### src/rtl/dmem_arbiter.sv
// Single-port data memory arbiter between the CPU MEM stage and an external
// loader/debug requester. The CPU has priority, bounded by a starvation counter.
module dmem_arbiter #(
    parameter int DSIZE    = 16,
    parameter int ASIZE    = 16,
    parameter int MAX_WAIT = 4
) (
    input  logic             clk_i,
    input  logic             rst_i,
    input  logic             cpu_req_i,
    input  logic             cpu_wen_i,
    input  logic [ASIZE-1:0] cpu_addr_i,
    input  logic [DSIZE-1:0] cpu_wdata_i,
    output logic [DSIZE-1:0] cpu_rdata_o,
    output logic             cpu_stall_o,
    input  logic             ext_req_i,
    input  logic             ext_wen_i,
    input  logic [ASIZE-1:0] ext_addr_i,
    input  logic [DSIZE-1:0] ext_wdata_i,
    output logic             ext_gnt_o,
    output logic             ext_rvalid_o,
    output logic [DSIZE-1:0] ext_rdata_o,
    output logic             mem_wen_o,
    output logic [ASIZE-1:0] mem_addr_o,
    output logic [DSIZE-1:0] mem_wdata_o,
    input  logic [DSIZE-1:0] mem_rdata_i
);

    localparam int CW = (MAX_WAIT > 0) ? $clog2(MAX_WAIT + 1) : 1;
    localparam logic [CW-1:0] WAIT_MAX = CW'(MAX_WAIT);

    typedef enum logic [1:0] {
        S_CPU,
        S_EXT,
        S_EXT_RD
    } state_e;

    state_e           state_q, state_d;
    logic [CW-1:0]    wait_cnt_q, wait_cnt_d;
    logic             ext_wen_q, ext_wen_d;
    logic [ASIZE-1:0] ext_addr_q, ext_addr_d;
    logic [DSIZE-1:0] ext_wdata_q, ext_wdata_d;
    logic             cpu_rd_q, cpu_rd_d;
    logic [DSIZE-1:0] cpu_rdata_q, cpu_rdata_d;
    logic             go_ext;
    logic             cpu_issue;

    always_ff @(posedge clk_i or posedge rst_i) begin
        if (rst_i) begin
            state_q     <= S_CPU;
            wait_cnt_q  <= '0;
            ext_wen_q   <= 1'b0;
            ext_addr_q  <= '0;
            ext_wdata_q <= '0;
            cpu_rd_q    <= 1'b0;
            cpu_rdata_q <= '0;
        end else begin
            state_q     <= state_d;
            wait_cnt_q  <= wait_cnt_d;
            ext_wen_q   <= ext_wen_d;
            ext_addr_q  <= ext_addr_d;
            ext_wdata_q <= ext_wdata_d;
            cpu_rd_q    <= cpu_rd_d;
            cpu_rdata_q <= cpu_rdata_d;
        end
    end

    always_comb begin
        state_d      = state_q;
        wait_cnt_d   = wait_cnt_q;
        ext_wen_d    = ext_wen_q;
        ext_addr_d   = ext_addr_q;
        ext_wdata_d  = ext_wdata_q;
        go_ext       = 1'b0;
        cpu_issue    = 1'b0;
        cpu_stall_o  = 1'b0;
        ext_gnt_o    = 1'b0;
        ext_rvalid_o = 1'b0;
        ext_rdata_o  = '0;
        mem_wen_o    = 1'b0;
        mem_addr_o   = cpu_addr_i;
        mem_wdata_o  = cpu_wdata_i;

        unique case (state_q)
            S_EXT: begin
                mem_wen_o   = ext_wen_q;
                mem_addr_o  = ext_addr_q;
                mem_wdata_o = ext_wdata_q;
                ext_gnt_o   = 1'b1;
                cpu_stall_o = cpu_req_i;
                state_d     = ext_wen_q ? S_CPU : S_EXT_RD;
            end
            default: begin
                // S_EXT_RD returns ext data while the CPU owns the port again
                if (state_q == S_EXT_RD) begin
                    ext_rvalid_o = 1'b1;
                    ext_rdata_o  = mem_rdata_i;
                end
                cpu_issue = cpu_req_i;
                mem_wen_o = cpu_req_i & cpu_wen_i;
                go_ext    = ext_req_i & (~cpu_req_i | (wait_cnt_q == WAIT_MAX));
                if (go_ext) begin
                    state_d     = S_EXT;
                    ext_wen_d   = ext_wen_i;
                    ext_addr_d  = ext_addr_i;
                    ext_wdata_d = ext_wdata_i;
                    wait_cnt_d  = '0;
                end else begin
                    state_d = S_CPU;
                    if (ext_req_i & cpu_req_i) begin
                        if (wait_cnt_q != WAIT_MAX) begin
                            wait_cnt_d = wait_cnt_q + 1'b1;
                        end
                    end else begin
                        wait_cnt_d = '0;
                    end
                end
            end
        endcase

        // Keep the memory port quiet while reset is held
        if (rst_i) begin
            mem_wen_o   = 1'b0;
            mem_addr_o  = '0;
            mem_wdata_o = '0;
        end

        cpu_rd_d    = cpu_issue & ~cpu_wen_i;
        cpu_rdata_d = cpu_rd_q ? mem_rdata_i : cpu_rdata_q;
    end

    assign cpu_rdata_o = cpu_rd_q ? mem_rdata_i : cpu_rdata_q;

endmodule

### config.mk
export PLATFORM = sky130hd
export DESIGN_NAME = dmem_arbiter
export DESIGN_NICKNAME = d
export VERILOG_FILES = /design/src/rtl/dmem_arbiter.sv
export SDC_FILE = /design/constraint.sdc
export NUM_CORES = 1
export LEC_CHECK = 0
export ABC_AREA = 1
export CORE_AREA = 2 2 108 110
export CTS_BUF_LIST = sky130_fd_sc_hd__clkbuf_4 sky130_fd_sc_hd__clkbuf_8 sky130_fd_sc_hd__clkbuf_16
export CTS_CLUSTER_DIAMETER = 100
export DETAILED_ROUTE_END_ITERATION = 10
export DIE_AREA = 0 0 110 112
export MAX_ROUTING_LAYER = met4
export PLACE_DENSITY_LB_ADDON = 0.1
export SLEW_MARGIN = 25
export SYNTH_ARGS = -nofsm -noshare
export SYNTH_HDL_FRONTEND = slang
export SYNTH_SLANG_ARGS = --single-unit
### constraint.sdc
create_clock -name clk_i -period 3.7 [get_ports clk_i]
set_input_delay 0.555 -clock clk_i [delete_from_list [all_inputs] [get_ports clk_i]]
set_output_delay 0.555 -clock clk_i [all_outputs]
set_load 0.005 [all_outputs]
==> Flow_metrics.wiki <==
{| class="wikitable"
! Metric !! Value
|-
| Critical Setup Path Class || register to primary output
|-
| Total power per unit cell area || ~350 mW/mm^2
|-
| Status || finished clean
|-
| Top cell type's share of synthesized area || between 40 and 50%
|-
| Cell type of the slowest stage on the worst timing path || clkdlybuf4s50_1
|-
| Number of optimization iterations in the first detailed-route pass || 4
|-
| Cell Count, Final, Fillers Out || between 600 and 700
|-
| Max transition margin || 41.33%
|-
| CP Launch Type || register
|-
| CP cell instances || inv_2 > nand2_2 > buf_12 > o21ai_0 > nor2_1 > clkdlybuf4s50_1
|-
| Total via count after detailed routing || 2897
|-
| Area growth from synthesis to final layout || 63.08%
|-
| Crit-path max FO || 35
|-
| Max-slew violation total from the final report || 0
|-
| Final cycle utilization of the critical path || between 70% and 80%
|-
| Syn Nets || ~470
|-
| Cell accounting for the most synthesized area || dfrtp_1
|-
| Number of storage elements in the synthesis netlist || 55
|-
| GR Util All Layers || 14.29%
|-
| Fmax || 353.8 MHz
|-
| Relative contribution of the clock network to total power || 28.0%
|-
| Leading cell types in the layout, fill and taps excluded || 153 x clkdlybuf4s50_1, 100 x nor2_1, 76 x nand2_1
|-
| Die Footprint || 0.01232 sq mm
|-
| Number of CTS-inserted buffers || 5
|-
| HPWL Detailed || 6.235 mm
|-
| Kind of cell with the highest combined delay on the critical path || buffers and inverters
|-
| Share of layout cells above drive strength 1 || 4.231%
|-
| Number of nets still failing antenna checks after routing || 0
|-
| Clock tree root driver cell || clkbuf_16
|-
| Final-report setup violation count || 0
|-
| Crit path capture type || primary output
|-
| VDD IR-drop max || 191.8 uV
|-
| Sequential Power Share || between 40% and 50%
|-
| Leakage power of the design || 0.002090 uW
|-
| Starting Density || 25.29%
|-
| Startpoint of the worst register-to-register path || state_q[1]$_DFF_PP0_
|-
| Relative contribution of combinational cells to total power || 27.0%
|-
| Number of hold buffers added after cts || 0
|-
| Fin worst setup slack || just under 900 ps
|-
| Placer Congestion || 0.7080
|-
| Final routed DRC violation total || 0
|-
| Rows || 39
|-
| Number of setup buffers added after CTS || 0
|-
| Largest clock skew in the final design || 4.945 ps
|-
| Sequential-to-total area share from yosys stat || 48.69%
|-
| Mapped Area || ~0.0028 sq mm
|-
| Worst Path Arrival || approximately 2300 ps
|-
| Switching portion of total power || 26.59%
|-
| Number of input and output port buffers inserted || roughly 150
|-
| Most common cell after layout, fill and taps aside || clkdlybuf4s50_1
|-
| RSZ-0062 raised after global routing || false
|-
| Maximum number of pins on one net before global-route repair || 39
|-
| H-Tree Level Count || 2
|-
| Worst Path Buf+Inv || 3
|-
| Antenna violations before repair || 0
|-
| Overflow left after global routing || 0
|-
| Core Region || between 0.01 and 0.015 sq mm
|-
| Max incr delay on CP || 520 ps
|-
| Area contributors post-synth || dfrtp_1 49%, nor2_1 13%, nand2_1 10%
|-
| Internal power || 1198 uW
|-
| Minimum setup slack after placement || roughly 860 ps
|-
| Path type of the worst min-delay path || register to register
|-
| Detailed Route WL || 8.572 mm
|-
| FF-to-FF path depth || 5
|-
| Number of instances resized during post-cts repair || 0
|-
| Starting DRT DRC Count || 139
|-
| Number of antenna cells inserted || 0
|-
| Count of synthesis-stage warnings from yosys || 0
|-
| Number of top-level design ports || 154
|-
| Latest clock arrival within the worst-skew pair || 280 ps
|-
| Setup Total Neg Slack || 0 ps
|-
| Minimum clock period after layout || approximately 2800 ps
|-
| Clk pin slew, worst setup/hold paths || about 60 ps
|-
| Number of global-route vias before repair || 2887
|-
| Clock Path Buffers || 2
|-
| CP Capture Point || mem_wdata_o[9]
|-
| CTS tree || done
|-
| Syn avg cell area || 7.419 sq um
|-
| Required time at the endpoint of the critical path || approximately 3100 ps
|-
| Worst r2r dst || ext_wdata_q[2]$_DFFE_PP0P_
|-
| Cell variety after synth || 18
|-
| Die W || 110 microns
|-
| Power dissipated by switching net loads || 433.8 uW
|-
| Placed instance count || 655
|-
| Final Net Count || 607
|-
| Clock net sink count || 55
|-
| CP Launch Point || state_q[1]$_DFF_PP0_
|-
| Number of failing hold endpoints at the final stage || 0
|-
| Post-Synthesis Cells || ~380
|-
| Height of the chip || between 100 and 150 microns
|-
| Max-cap violation count || 0
|-
| Slack of the worst reg-to-reg path || 1600 ps
|-
| Vias per inst || 4.370
|-
| Count of cell instances traversed by the critical path || 6
|-
| Final routed wire length divided by cell count || 12.93 microns
|-
| Slew @ Worst Pin || 878.0 ps
|-
| Wire length of the first global-routing pass || 13.73 mm
|}
-- power by group through the flow --
stage	clock (uW)	combinational [uW]	sequential, uW
after floorplan	0	198	728
after global routing	506	496	746
final	457	441	733
after global placement	0	446	743
after CTS	480	451	734
after detailed placement	0	449	745
-- metrics by stage --
stage	cell area [sq um]	util, %	hold WS [ps]	power (uW)
2_1_floorplan	2826	-	419.6	925.5
3_3_place_gp	4464	39.95	449.4	1189
3_5_place_dp	4464	39.95	452.9	1194
4_1_cts	4609	41.25	467.2	1665
5_1_grt	4609	41.25	489.4	1747
6_report	4609	41.25	458.2	1631
-- Yosys cell counts (all sizes together) --
cell type / number
inv: 28
nor2: 101
dfrtp: 55
o21ai: 33
nand4: 33
clkbuf: 7
buf: 21
nand3: 4
nand2: 78
ha: 2
a21oi: 18
nor3: 1
-- sequential cells by signal, summed over array words and instances, names as in the netlist --
name         count
ext_wen_q        1
ext_addr_q      16
cpu_rdata_q     16
cpu_rd_q         1
wait_cnt_q       3
state_q          2
ext_wdata_q     16
-- worst reg2reg max path: cells and delay by family (launching register included) --
family,cells,cell delay [ps]
DFF,1,410
buffers and inverters,1,60
and+or+nand+nor,4,1510
-- layer usage --
metal	GRT usage (%)	wire length, microns	vias to the layer above
met4	3.038	40	0
met2	23.39	4047	87
met1	18.15	3898	1314
li1	-	-	1494
met3	2.927	586	2
met5	-	0	-
-- final cells by class --
| class | count | area [sq um] |
|---|---|---|
| Tap cell | 143 | 178.9 |
| Fill cell | 1176 | 6565 |
| Clock buffer | 6 | 132.6 |
| Inverter | 28 | 106.4 |
| Sequential cell | 55 | 1376 |
| Timing Repair Buffer | 159 | 1602 |
| Multi-Input combinational cell | 270 | 1201 |
| Clock inverter | 2 | 12.51 |
-- cells by family after synthesis --
group	count (synthesis)	share of synthesized area [%]
AND/OR/NAND/NOR	217	32.31
buffers and inverters	56	9.075
flip-flops	55	48.69
AO/OA/AOI/OAI	51	9.031
adder cells (fa/ha/maj)	2	0.8852
-- worst min-delay path by stage --
stage | slack (ps) | cells past startpoint | end | from
after floorplan | 420 | 1 | state_q[1]$_DFF_PP0_ | ext_wen_q$_DFFE_PP0P_
after global placement | 450 | 2 | ext_wdata_q[14]$_DFFE_PP0P_ | ext_wdata_q[14]$_DFFE_PP0P_
after detailed placement | 450 | 2 | ext_wdata_q[12]$_DFFE_PP0P_ | ext_wdata_q[12]$_DFFE_PP0P_
after CTS | 470 | 1 | state_q[1]$_DFF_PP0_ | ext_wen_q$_DFFE_PP0P_
after global routing | 490 | 2 | ext_wdata_q[6]$_DFFE_PP0P_ | ext_wdata_q[6]$_DFFE_PP0P_
final | 460 | 1 | state_q[1]$_DFF_PP0_ | ext_wen_q$_DFFE_PP0P_
Note: power is estimated with default switching activity, not from simulation.
